**config.mk**
```make
export PLATFORM = sky130hd
export DESIGN_NAME = dmem_arbiter
export DESIGN_NICKNAME = d
export VERILOG_FILES = /design/src/rtl/dmem_pkg.sv /design/src/rtl/dmem_addr_check.sv /design/src/rtl/dmem_arbiter.sv
export SDC_FILE = /design/constraint.sdc
export NUM_CORES = 1
export LEC_CHECK = 0
export ABC_AREA = 0
export BUFFER_PORTS_ARGS = -buffer_cell sky130_fd_sc_hd__buf_2
export CAP_MARGIN = 20
export CORE_MARGIN = 5
export CORE_UTILIZATION = 35
export DETAILED_ROUTE_END_ITERATION = 6
export GPL_TIMING_DRIVEN = 0
export PLACE_DENSITY = 0.71
export SLEW_MARGIN = 0
export SYNTH_ARGS = -nofsm -noshare
export SYNTH_HDL_FRONTEND = slang
export SYNTH_SLANG_ARGS = --single-unit
export TNS_END_PERCENT = 5
```
**constraint.sdc**
```tcl
create_clock -name clk -period 3.31 [get_ports clk]
set_input_delay 0.331 -clock clk [delete_from_list [all_inputs] [get_ports clk]]
set_output_delay 0.331 -clock clk [all_outputs]
set_load 0.01 [all_outputs]
```
**src/rtl/dmem_pkg.sv**
```systemverilog
// Shared definitions for the data-memory arbiter and its address checker.
package dmem_pkg;

  // Arbiter FSM states.
  typedef enum logic [1:0] {
    StIdle   = 2'd0,
    StAccess = 2'd1,
    StDone   = 2'd2
  } dmem_state_e;

  // Requester port identifiers.
  localparam logic PortP0 = 1'b0;  // CPU
  localparam logic PortP1 = 1'b1;  // loader / debug

  // Default data-segment geometry.
  localparam logic [31:0] DefaultBaseAddr = 32'h1001_0000;
  localparam int unsigned DefaultDepth    = 2048;
  localparam int unsigned DefaultAw       = 11;

endpackage

```
**src/rtl/dmem_addr_check.sv**
```systemverilog
// Byte address to DMEM word index translation with legality check.
// A legal address is word aligned, at or above BASE_ADDR and inside DEPTH words.
module dmem_addr_check
  import dmem_pkg::*;
#(
  parameter logic [31:0] BASE_ADDR = DefaultBaseAddr,
  parameter int unsigned DEPTH     = DefaultDepth,
  parameter int unsigned AW        = DefaultAw
) (
  input  logic [31:0]   addr,
  output logic [AW-1:0] idx,
  output logic          legal
);

  logic [31:0] w_offset;
  logic [31:0] w_idx_full;

  // Offset into the segment and the full-width word index derived from it.
  always_comb begin
    w_offset   = addr - BASE_ADDR;
    w_idx_full = w_offset >> 2;
  end

  // Only the low AW bits address DMEM; the full index decides legality.
  always_comb begin
    idx   = w_idx_full[AW-1:0];
    legal = (addr[1:0] == 2'b00) && (addr >= BASE_ADDR) && (w_idx_full < DEPTH);
  end

endmodule

```
**src/rtl/dmem_arbiter.sv**
```systemverilog
// Two-port round-robin arbiter in front of a single-port combinational-read DMEM.
// Each access takes three cycles: grant (IDLE), DMEM strobe (ACCESS), ack (DONE).
module dmem_arbiter
  import dmem_pkg::*;
#(
  parameter logic [31:0] BASE_ADDR = DefaultBaseAddr,
  parameter int unsigned DEPTH     = DefaultDepth,
  parameter int unsigned AW        = DefaultAw
) (
  input  logic          clk,
  input  logic          rst,
  input  logic          p0_req,
  input  logic          p0_we,
  input  logic [31:0]   p0_addr,
  input  logic [31:0]   p0_wdata,
  output logic          p0_ack,
  output logic          p0_err,
  output logic [31:0]   p0_rdata,
  input  logic          p1_req,
  input  logic          p1_we,
  input  logic [31:0]   p1_addr,
  input  logic [31:0]   p1_wdata,
  output logic          p1_ack,
  output logic          p1_err,
  output logic [31:0]   p1_rdata,
  output logic          dm_w,
  output logic          dm_r,
  output logic [AW-1:0] dm_addr,
  output logic [31:0]   dm_wdata,
  input  logic [31:0]   dm_rdata,
  output logic          busy
);

  dmem_state_e r_state;
  logic        r_last;   // port that won the previous grant
  logic        r_win;    // port being served
  logic        r_we;
  logic        r_legal;
  logic        r_dm_w;
  logic        r_dm_r;
  logic [AW-1:0] r_dm_addr;
  logic [31:0] r_dm_wdata;
  logic        r_p0_ack;
  logic        r_p0_err;
  logic [31:0] r_p0_rdata;
  logic        r_p1_ack;
  logic        r_p1_err;
  logic [31:0] r_p1_rdata;

  logic          w_win;
  logic          w_we;
  logic [31:0]   w_addr;
  logic [31:0]   w_wdata;
  logic [AW-1:0] w_idx;
  logic          w_legal;

  // Round-robin pick: on a tie the port that did not win last time is served.
  always_comb begin
    w_win = PortP0;
    if (p0_req && p1_req) begin
      w_win = ~r_last;
    end else if (p1_req) begin
      w_win = PortP1;
    end
    w_we    = (w_win == PortP1) ? p1_we    : p0_we;
    w_addr  = (w_win == PortP1) ? p1_addr  : p0_addr;
    w_wdata = (w_win == PortP1) ? p1_wdata : p0_wdata;
  end

  dmem_addr_check #(
    .BASE_ADDR (BASE_ADDR),
    .DEPTH     (DEPTH),
    .AW        (AW)
  ) u_addr_check (
    .addr  (w_addr),
    .idx   (w_idx),
    .legal (w_legal)
  );

  // Arbiter FSM with all outputs registered; the check result is taken at grant time.
  always_ff @(posedge clk) begin
    if (!rst) begin
      r_state    <= StIdle;
      r_last     <= PortP1;
      r_win      <= PortP0;
      r_we       <= 1'b0;
      r_legal    <= 1'b0;
      r_dm_w     <= 1'b0;
      r_dm_r     <= 1'b0;
      r_dm_addr  <= '0;
      r_dm_wdata <= '0;
      r_p0_ack   <= 1'b0;
      r_p0_err   <= 1'b0;
      r_p0_rdata <= '0;
      r_p1_ack   <= 1'b0;
      r_p1_err   <= 1'b0;
      r_p1_rdata <= '0;
    end else begin
      unique case (r_state)
        StIdle: begin
          if (p0_req || p1_req) begin
            r_state    <= StAccess;
            r_win      <= w_win;
            r_last     <= w_win;
            r_we       <= w_we;
            r_legal    <= w_legal;
            // Illegal accesses never touch DMEM.
            r_dm_w     <= w_legal & w_we;
            r_dm_r     <= w_legal & ~w_we;
            r_dm_addr  <= w_legal ? w_idx : '0;
            r_dm_wdata <= w_legal ? w_wdata : '0;
          end
        end
        StAccess: begin
          r_state    <= StDone;
          r_dm_w     <= 1'b0;
          r_dm_r     <= 1'b0;
          r_dm_addr  <= '0;
          r_dm_wdata <= '0;
          // Read data is captured only for legal reads, so writes/errors keep rdata.
          if (r_legal && !r_we) begin
            if (r_win == PortP1) begin
              r_p1_rdata <= dm_rdata;
            end else begin
              r_p0_rdata <= dm_rdata;
            end
          end
          r_p0_ack <= (r_win == PortP0);
          r_p0_err <= (r_win == PortP0) & ~r_legal;
          r_p1_ack <= (r_win == PortP1);
          r_p1_err <= (r_win == PortP1) & ~r_legal;
        end
        StDone: begin
          r_state  <= StIdle;
          r_p0_ack <= 1'b0;
          r_p0_err <= 1'b0;
          r_p1_ack <= 1'b0;
          r_p1_err <= 1'b0;
        end
        default: begin
          r_state <= StIdle;
        end
      endcase
    end
  end

  // Output wiring.
  always_comb begin
    busy     = (r_state != StIdle);
    dm_w     = r_dm_w;
    dm_r     = r_dm_r;
    dm_addr  = r_dm_addr;
    dm_wdata = r_dm_wdata;
    p0_ack   = r_p0_ack;
    p0_err   = r_p0_err;
    p0_rdata = r_p0_rdata;
    p1_ack   = r_p1_ack;
    p1_err   = r_p1_err;
    p1_rdata = r_p1_rdata;
  end

endmodule

```
======== After elaboration in Yosys (flattened, before gate mapping) ========
Cells that the tools add are included.
Widths: inputs -> output; s select.
word-level totals
  flip-flop bits (word level) ............. 119
  output and inout port bits .............. 114
  word-level logic and storage cells ...... 65
  input port bits ......................... 166
cells by class
  bitwise logic cells ..................... 8
  $lt $le $gt $ge ......................... 2
  mux-type cells .......................... 21
  $add $sub $neg .......................... 1
  reduce and logical (&&, ||, !) cells .... 15
  equal/unequal tests ..................... 3
operator list
  kind                    number
  $mux 32                 4
  $pmux 32 s2             1
  $ge 32x29->1 const B    1
  $sub 32x29->32 const B  1
  $lt 30x12->1 const B    1
  $mux 11                 2
  $pmux 11 s2             1
  $pmux 1 s2              6
  $reduce_and 3->1        2
  $reduce_bool 2->1       3
  $mux 1                  5
  $and 1x1->1             4
  $logic_and 1x1->1       4
  $logic_not 2->1         2
  $not 1->1               4
  $pmux 2 s2              1
  $reduce_and 2->1        2
  $eq 2x1->1 const B      1
  $eq 2x2->1 const B      1
  $mux 2                  1
  $ne 2x2->1 const B      1
  $logic_not 1->1         1
  $logic_or 1x1->1        1

======== Logic depth before layout (Yosys ltp) ========
Gate-level depths: netlist of run 1.
  depth in word-level cells ............... 9
  mapped depth ............................ 9
  gate-level depth less buffers ........... 7

======== By module ========
A second synthesis of run 1 with hierarchy kept.
second synthesis, totals
  cells, all modules ...................... 556
  area, all modules ....................... 5,257.5 sq um
by module, submodules not included
  module           sequential area each (sq um)  area an instance (sq um)  cells each  instances
  dmem_arbiter     2,382.3                       5,106.1                   536         1
  dmem_addr_check  0.0                           151.4                     20          1

======== Worst setup path after synthesis of run 1 ========
Ideal clock, no wire load.
  path type ............................... input-to-reg
  start ................................... input p0_addr[23]
  end ..................................... register r_dm_wdata[11] (netlist: dm_wdata[11])
  setup slack ............................. 0.910 ns
  stages .................................. 7
  required time ........................... 3.225 ns
  buffers on the path ..................... 1
  setup time .............................. 0.085 ns
  arrival time ............................ 2.315 ns
  cell sequence ........................... or4_1 or4_1 a31oi_1 o32a_2 nand4_4 buf_6 o31ai_2
between the ends
  longest elaborated chain between the ends .. 7
  elaborated cells between the ends (all ways) .. 9
  classes of those cells .................. add/sub (1); order compare (2); mux (4); reduce/logical (2)
ends and longest elaborated chain
  item                                                      line                                          source
  start: declaration                                        dmem_arbiter.sv:14                            input logic [31:0] p0_addr,
  $mux 32 *                                                 dmem_arbiter.sv:66                            w_addr = (w_win == PortP1) ? p1_addr : p0_addr;
  $sub 32x29->32 / $ge 32x29->1 (equally long branches)     dmem_addr_check.sv:20, dmem_addr_check.sv:27
  $lt 30x12->1 / $logic_and 1x1->1 (equally long branches)  dmem_addr_check.sv:27                         legal = (addr[1:0] == 2'b00) && (addr >= BASE_ADDR) && (w_idx_full < DEPTH);
  $logic_and 1x1->1 *                                       dmem_addr_check.sv:27
  $mux 32 *                                                 dmem_arbiter.sv:111                           r_dm_wdata <= w_legal ? w_wdata : '0;
  $mux 32 *                                                 dmem_arbiter.sv:101                           if (p0_req || p1_req) begin
  $pmux 32 s2 *                                             dmem_arbiter.sv:99                            unique case (r_state)
  end signal: assignment                                    dmem_arbiter.sv:111
  end: declaration                                          dmem_arbiter.sv:42                            logic [31:0] r_dm_wdata;
Every way passes the cells marked *; elsewhere a longest branch is shown, timed or not. The select of a mux whose other input is x is not followed.
A chain may end at the register's enable or synchronous reset.

======== Worst setup path in the final report of run 1 ========
  start ................................... register r_last
  end ..................................... register r_dm_wdata[5] (netlist: dm_wdata[5])
between the ends
  longest elaborated chain between the ends .. 9
  elaborated cells between the ends (all ways) .. 13
  classes of those cells .................. add/sub (1); order compare (2); mux (6); bitwise (1); reduce/logical (3)
ends and longest elaborated chain
  item                                                      line                   source
  start: declaration                                        dmem_arbiter.sv:35     logic r_last;
  start signal: assignment                                  dmem_arbiter.sv:84     r_last <= PortP1;
  start signal: assignment                                  dmem_arbiter.sv:104    r_last <= w_win;
  $not 1->1 *                                               dmem_arbiter.sv:61     w_win = ~r_last;
  $mux 1 *                                                  dmem_arbiter.sv:60     if (p0_req && p1_req) begin
  $mux 32                                                   dmem_arbiter.sv:66
  $sub 32x29->32, or another cell as far along              dmem_addr_check.sv:20  w_offset = addr - BASE_ADDR;
  $lt 30x12->1 / $logic_and 1x1->1 (equally long branches)  dmem_addr_check.sv:27
  $logic_and 1x1->1                                         dmem_addr_check.sv:27
  $mux 32 *                                                 dmem_arbiter.sv:111
  $mux 32 *                                                 dmem_arbiter.sv:101
  $pmux 32 s2 *                                             dmem_arbiter.sv:99
Marks and branches as above.

==> impl_metrics.tcl, run 1 <==
set metrics [dict create \
    rsz0062_at_grt "no" \
    nNetsFinal 1068 \
    clkLatencyLatePin_ns 0.40 \
    cap_violations 0 \
    fin_hold_ws_ns 0.180 \
    tritoncts "done" \
    hold_class "in2reg" \
    maxSlewViolCount 0 \
    crit_path_cell_trace "a21bo_2 > clkbuf_1 > buf_2 > o311ai_0 > nand2_1 > nor3_1 > nand4_4 > buf_6 > o31ai_2" \
    grt_max_degree 17 \
    cts_max_level 4 \
    syn-mean-instance-area_um2 9.08 \
    postCtsResizedCells 0 \
    fin_crit_ns 2.51 \
    cts_hold_buf 0 \
    synthCells 601 \
    wl_per_cell_um 15.3 \
    synth-edff-count 0 \
    postRouteAntennaNets 0 \
    peakVddDrop_mv 0.319 \
    finalSetupTns_ns 0 \
    yosys_warnings 0 \
    path_clk_slew_ns 0.06 \
    die_x_um 135 \
    synth_area_mm2 0.00546 \
    clockRootBuffer "clkbuf_16" \
    fp.coreArea_mm2 0.0153 \
    gr-total-overflow 0 \
    criticalPathCategory "reg2reg" \
    slowest_stage "nor3_1" \
    skew_ns 0.00631 \
    clock.fmax_mhz 399 \
    max-slew-margin-rel_pct 50.1 \
    ys_dominant_reg_cell "dfxtp_1" \
    multi_input_area_mm2 0.00286 \
    powerDensity_mw_per_mm2 482 \
    final.fill_count 1498 \
    cp_slowest_stage_delay_ns 0.37 \
    dr.first_iter.drc_count 218 \
    place.gp.congestion 0.818 \
    rows 45 \
    drive_above_1_share_pct 39.8 \
    ctsLongestPathBuffers 2 \
    setup_viol 0 \
    leakage_uw 0.00354 \
    layout_commonest_cell "buf_2" \
    synth.distinct_cells 46 \
    pin_count 280 \
    area_growth_pct 41.7 \
    yosysSeqAreaShare_pct 43.7 \
    final_cell_mix "buf_2 (280), nand2_1 (179), dfxtp_1 (119)" \
    layout_setup_ws_ns 0.804 \
    firstDrtPassIters 4 \
    arrival_ns 2.82 \
    num_vias 5394 \
    grtUsageTotal_pct 18.4 \
    start_util_pct 35.8 \
    drcViolationCount 0 \
    place_ws_ns 0.539 \
    die-area_mm2 0.0182 \
    cts.sinks 119 \
    die_y_um 135 \
    syn_nets 770 \
    synth_seq_cells 119 \
    cts-buffers-inserted 17 \
    cp.required_ns 3.63 \
    status "finished clean" \
    grt_pass1_wl_um 26700 \
    async_reset_ff_share_pct 0 \
    grt_antenna_before_repair 2 \
    worst_setup_path_end_kind "flip-flop" \
    numPortBuffers 279 \
    wl_um 17200 \
    final_cells 1124 \
    min_period_over_period_pct 75.7 \
    cp-start-kind "flip-flop" \
    path_max_fanout 10 \
    regArea_mm2 0.00238 \
    worst_pin_slew_ns 0.748 \
    finalHoldViolations 0 \
    place_hpwl_um 13500 \
    routed_via_density 4.80 \
    grt_pass1_vias 5338 \
    dp_cells 1091 \
    post_cts_buffers 0 \
]
-- cells in the mapped netlist (all sizes together) (2+ instances only) --
master,number,share of area (%)
o211ai,2,0.28
o21ai,4,0.37
clkbuf,38,2.6
nor3,5,0.46
nor2b,5,0.57
nor2,13,0.89
inv,5,0.34
nand2b,7,0.80
mux2i,50,9.2
and2,2,0.23
a21boi,68,9.4
nor4,6,0.80
or2,2,0.23
ha,3,0.69
dfxtp,119,44
o311ai,4,0.64
or3,3,0.34
a22oi,2,0.28
nand2,179,12
nand3b,3,0.41
buf,6,0.99
nand3,5,0.46
o31ai,44,10
or4,5,0.69
a21oi,4,0.37
or4b,3,0.55
-- report_power, final --
group          leakage [µW]  switching (µW)  internal (µW)  total (µW)
combinational       0.00229             214            166         380
clock              0.000289             686           1210        1890
sequential         0.000959            7.11           1440        1450
-- metal layers --
| metal | up-vias | routed length, µm | GRT usage (%) |
|---|---|---|---|
| met5 | - | 20 | 0 |
| met4 | 2 | 295 | 6.84 |
| met3 | 22 | 1650 | 6.41 |
| met2 | 220 | 8160 | 31.0 |
| met1 | 2454 | 7030 | 21.7 |
| li1 | 2696 | - | - |
-- state kept, by name, summed over array words and instances, names as in the netlist --
signal / cells
r_legal: 1
dm_r: 1
p1_rdata: 32
r_win: 1
p0_rdata: 32
p0_ack: 1
p0_err: 1
dm_wdata: 32
r_last: 1
p1_err: 1
dm_w: 1
r_state: 2
r_we: 1
p1_ack: 1
dm_addr: 11
-- path summary, 6_finish.rpt --
check / start / endpoint / slack (ns) / cells past startpoint
min reg2reg: dm_addr[7] / dm_addr[7] / 0.44 / 2
min: dm_rdata[17] / p1_rdata[17] / 0.18 / 3
max: r_last / dm_wdata[5] / 0.80 / 9
max reg2reg: r_last / dm_wdata[5] / 0.80 / 9
-- per-stage QoR --
| stage | instance area (µm²) | util [%] | total power, µW |
|---|---|---|---|
| finish | 7730 | 50.7 | 3730 |
| global route | 7730 | 50.7 | 3880 |
| CTS | 7730 | 50.7 | 3770 |
| detailed placement | 7120 | 46.6 | 1860 |
| global placement | 7120 | 46.6 | 1860 |
| floorplan | 5460 | - | 1690 |
-- final cells by class --
type | instances | share of cell area (%)
multi-input cells | 433 | 37.0
flip-flops and latches | 119 | 30.8
repair buffers | 279 | 18.1
clock buffers | 18 | 5.68
well taps | 211 | 3.41
plain buffers | 44 | 2.54
clock inverters | 14 | 2.25
inverters | 5 | 0.243
diodes | 1 | 0.0324
-- worst max-delay path: cells and delay by family, from the launching register on --
family / cells / cell delay (ns)
and+or+nand+nor: 3 / 0.75
AOI/OAI and AO/OA: 3 / 0.56
DFF: 1 / 0.33
buffers and inverters: 3 / 0.78
-- logic make-up (layout without fill, tap and decap cells) --
| logic type | after synthesis | count (layout) | share of synthesized area, % |
|---|---|---|---|
| AND/OR/NAND/NOR | 241 | 241 | 19.4 |
| AO/OA/AOI/OAI | 138 | 138 | 22.9 |
| flip-flops | 119 | 119 | 43.7 |
| multiplexers | 51 | 51 | 9.38 |
| buffers and inverters | 49 | 360 | 3.94 |
| adder cells (fa/ha/maj) | 3 | 3 | 0.688 |
| other | 0 | 1 | 0 |
Note: power is estimated with default switching activity, not from simulation.
==> run 2: changes to the inputs <==
Settings changed: ABC_AREA 0 to 1.
Clock period 3.31 ns to 2.4 ns, I/O delays scaled along.
==> run 2 against run 1 <==
Global-route usage increased by 1.8 points. First-iteration DRC count increased by 11%. Sequential cell count unchanged. Final cell count increased by 20%. Utilization decreased by 0.75 points. Critical path type unchanged. Largest cell class unchanged.
==> impl_metrics.tcl, run 2 <==
set metrics [dict create \
    status "finished clean" \
    grt_antenna_before_repair 0 \
    clockRootBuffer "clkbuf_16" \
    utilization_pct 49.9 \
    cts-buffers-inserted 17 \
    hold_class "in2reg" \
    synth-edff-count 0 \
    grt_max_degree 17 \
    min_delay_path_depth 3 \
    synth_top_cell_by_area "dfxtp_1" \
    criticalPathCategory "reg2reg" \
    synth_area_mm2 0.00562 \
    die_x_um 137 \
    nNetsFinal 1294 \
    path_clk_slew_ns 0.06 \
    min_period_over_period_pct 91.8 \
    final_cell_mix "buf_2 (283), nand2_1 (197), a21oi_1 (128)" \
    grtUsageTotal_pct 20.2 \
    cts.sinks 119 \
    finalHoldViolations 0 \
    postRouteAntennaNets 0 \
    leakage_uw 0.00373 \
    synth.distinct_cells 28 \
    maxSlewViolCount 0 \
    skew_ns 0.00972 \
    drive_above_1_share_pct 31.9 \
    dr.first_iter.drc_count 241 \
    clkLatencyLatePin_ns 0.41 \
    area_growth_pct 40.7 \
    min_to "p0_rdata[16]" \
    fp.coreArea_mm2 0.0158 \
    rsz0062_at_grt "yes" \
    firstDrtPassIters 7 \
    yosysSeqAreaShare_pct 42.4 \
    drcViolationCount 0 \
    syn-mean-instance-area_um2 6.83 \
    cts_max_level 4 \
    pin_count 280 \
    fin_hold_ws_ns 0.0960 \
    gr-total-overflow 0 \
    cap_violations 0 \
    routed_via_density 4.72 \
    worst_setup_path_end_kind "flip-flop" \
    peakVddDrop_mv 0.441 \
    worst_pin_slew_ns 0.752 \
    max-slew-margin-rel_pct 49.5 \
    diodes 0 \
    clock.fmax_mhz 454 \
    rr_worst_depth 16 \
    place.gp.congestion 0.880 \
    grt_pass1_wl_um 29900 \
    final.fill_count 1610 \
    cp.required_ns 2.74 \
    r2r_end "r_legal" \
    wl_um 19700 \
    reg2reg_slack_ns 0.20 \
    start_util_pct 35.5 \
    layout_commonest_cell "buf_2" \
    synth_seq_cells 119 \
    place_hpwl_um 15100 \
    ys_dominant_reg_cell "dfxtp_1" \
    rows 46 \
    synth_top_cell_area_share_pct 42.4 \
    synthCells 822 \
    yosys_warnings 0 \
    tritoncts "done" \
    ctsLongestPathBuffers 2 \
    wl_per_cell_um 14.6 \
    syn_nets 991 \
    r2r_start "r_last" \
    async_reset_ff_share_pct 0 \
    arrival_ns 2.54 \
    die_y_um 137 \
    num_vias 6394 \
    cp-start-kind "flip-flop" \
    fin_crit_ns 2.20 \
    synth.top_cells.by_area "dfxtp_1 (42%), nand2_1 (13%), a21oi_1 (11%), o21ai_0 (6.1%), nor2_1 (5.7%)" \
    die-area_mm2 0.0187 \
    numPortBuffers 278 \
    hold_start "dm_rdata[16]" \
    yosysMostFrequentCell "nand2_1" \
    path_max_fanout 10 \
    setup_viol 0 \
    synth_top_cells_by_count "nand2_1 (198), a21oi_1 (128), dfxtp_1 (119)" \
    grt_pass1_vias 6072 \
    powerDensity_mw_per_mm2 657 \
]
-- run 2: cell count changes in the layout (fill, tap and decap cells not counted), sizes merged, moves of 6 or more --
cell / delta
nand3: +58
buf: +16
inv: +65
nand2b: -7
nor4: -6
nand3b: +7
nand2: +26
a21boi: -68
o21ai: +66
a21oi: +124
nor2: +77
o31ai: -44
mux2i: -48
-- run 2: worst max-delay path by stage --
stage | depth (start not counted) | from | to
after floorplan | 11 | r_state[0] | dm_addr[0]
after global placement | 11 | r_last | dm_wdata[19]
after detailed placement | 11 | r_last | r_legal
after CTS | 14 | r_last | r_legal
after global routing | 11 | r_state[1] | dm_addr[4]
final | 16 | r_last | r_legal
-- run 2: final cells by class --
class	instances	area, µm²	area share (%)
Multi-Input combinational cell	579	2720	34.4
Sequential cell	119	2380	30.2
Timing Repair Buffer	283	1430	18.1
Clock buffer	19	443	5.60
Buffer	56	298	3.77
Tap cell	216	270	3.42
Inverter	69	262	3.31
Clock inverter	13	96.3	1.22
-- run 2: critical path, stage by stage (launching register included) --
cell and delay [ns]:
dfxtp_2 0.36, nand2_4 0.09, nand2_4 0.08, buf_6 0.14, nand2_1 0.06, nand2_1 0.09
nand2_1 0.08, nor2_1 0.13, nand3_1 0.12, nand2_1 0.08, inv_1 0.04, nor2_1 0.12
nand2_2 0.11, nor2_8 0.21, buf_8 0.18, nand2_1 0.10, a21oi_1 0.12
-- run 2: cells by family after synthesis --
| kind of cell | share of synthesized area, % |
|---|---|
| adder cells (fa/ha/maj) | 0.668 |
| multiplexers | 0.356 |
| XOR/XNOR | 0.290 |
| buffers and inverters | 9.51 |
| AO/OA/AOI/OAI | 17.8 |
| flip-flops | 42.4 |
| AND/OR/NAND/NOR | 29.0 |
-- run 2: power by group --
group / switching (µW) / internal, µW
clock: 962 / 1350
sequential: 22.9 / 2020
combinational: 528 / 311
total: 1510 / 3680
-- run 2: through the flow --
step / instances / power, µW / setup slack, ns / area, µm² / TNS, ns
2_1_floorplan: 822 / 2560 / 0.525 / 5620 / 0
3_3_place_gp: 1316 / 2890 / -0.132 / 7280 / -2.97
3_5_place_dp: 1316 / 2900 / -0.134 / 7280 / -3.35
4_1_cts: 1348 / 5230 / 0.0270 / 7820 / 0
5_1_grt: 1354 / 5440 / 0.00301 / 7900 / 0
6_report: 1354 / 5190 / 0.197 / 7900 / 0
-- run 2: timing repair --
action,CTS,global route
hold endpoints to repair,0,0
hold buffers,0,0
setup buffers,0,5
gates cloned,0,1
pin swaps,0,1
endpoints found under the setup margin,40,41
gates resized for setup,1,23
-- run 2: metal layers --
layer  routed length [µm]  global-route usage, %
met1                 8340                   24.4
met2                 9670                   34.7
met3                 1220                   4.56
met4                  502                   8.12
met5                    0                      0
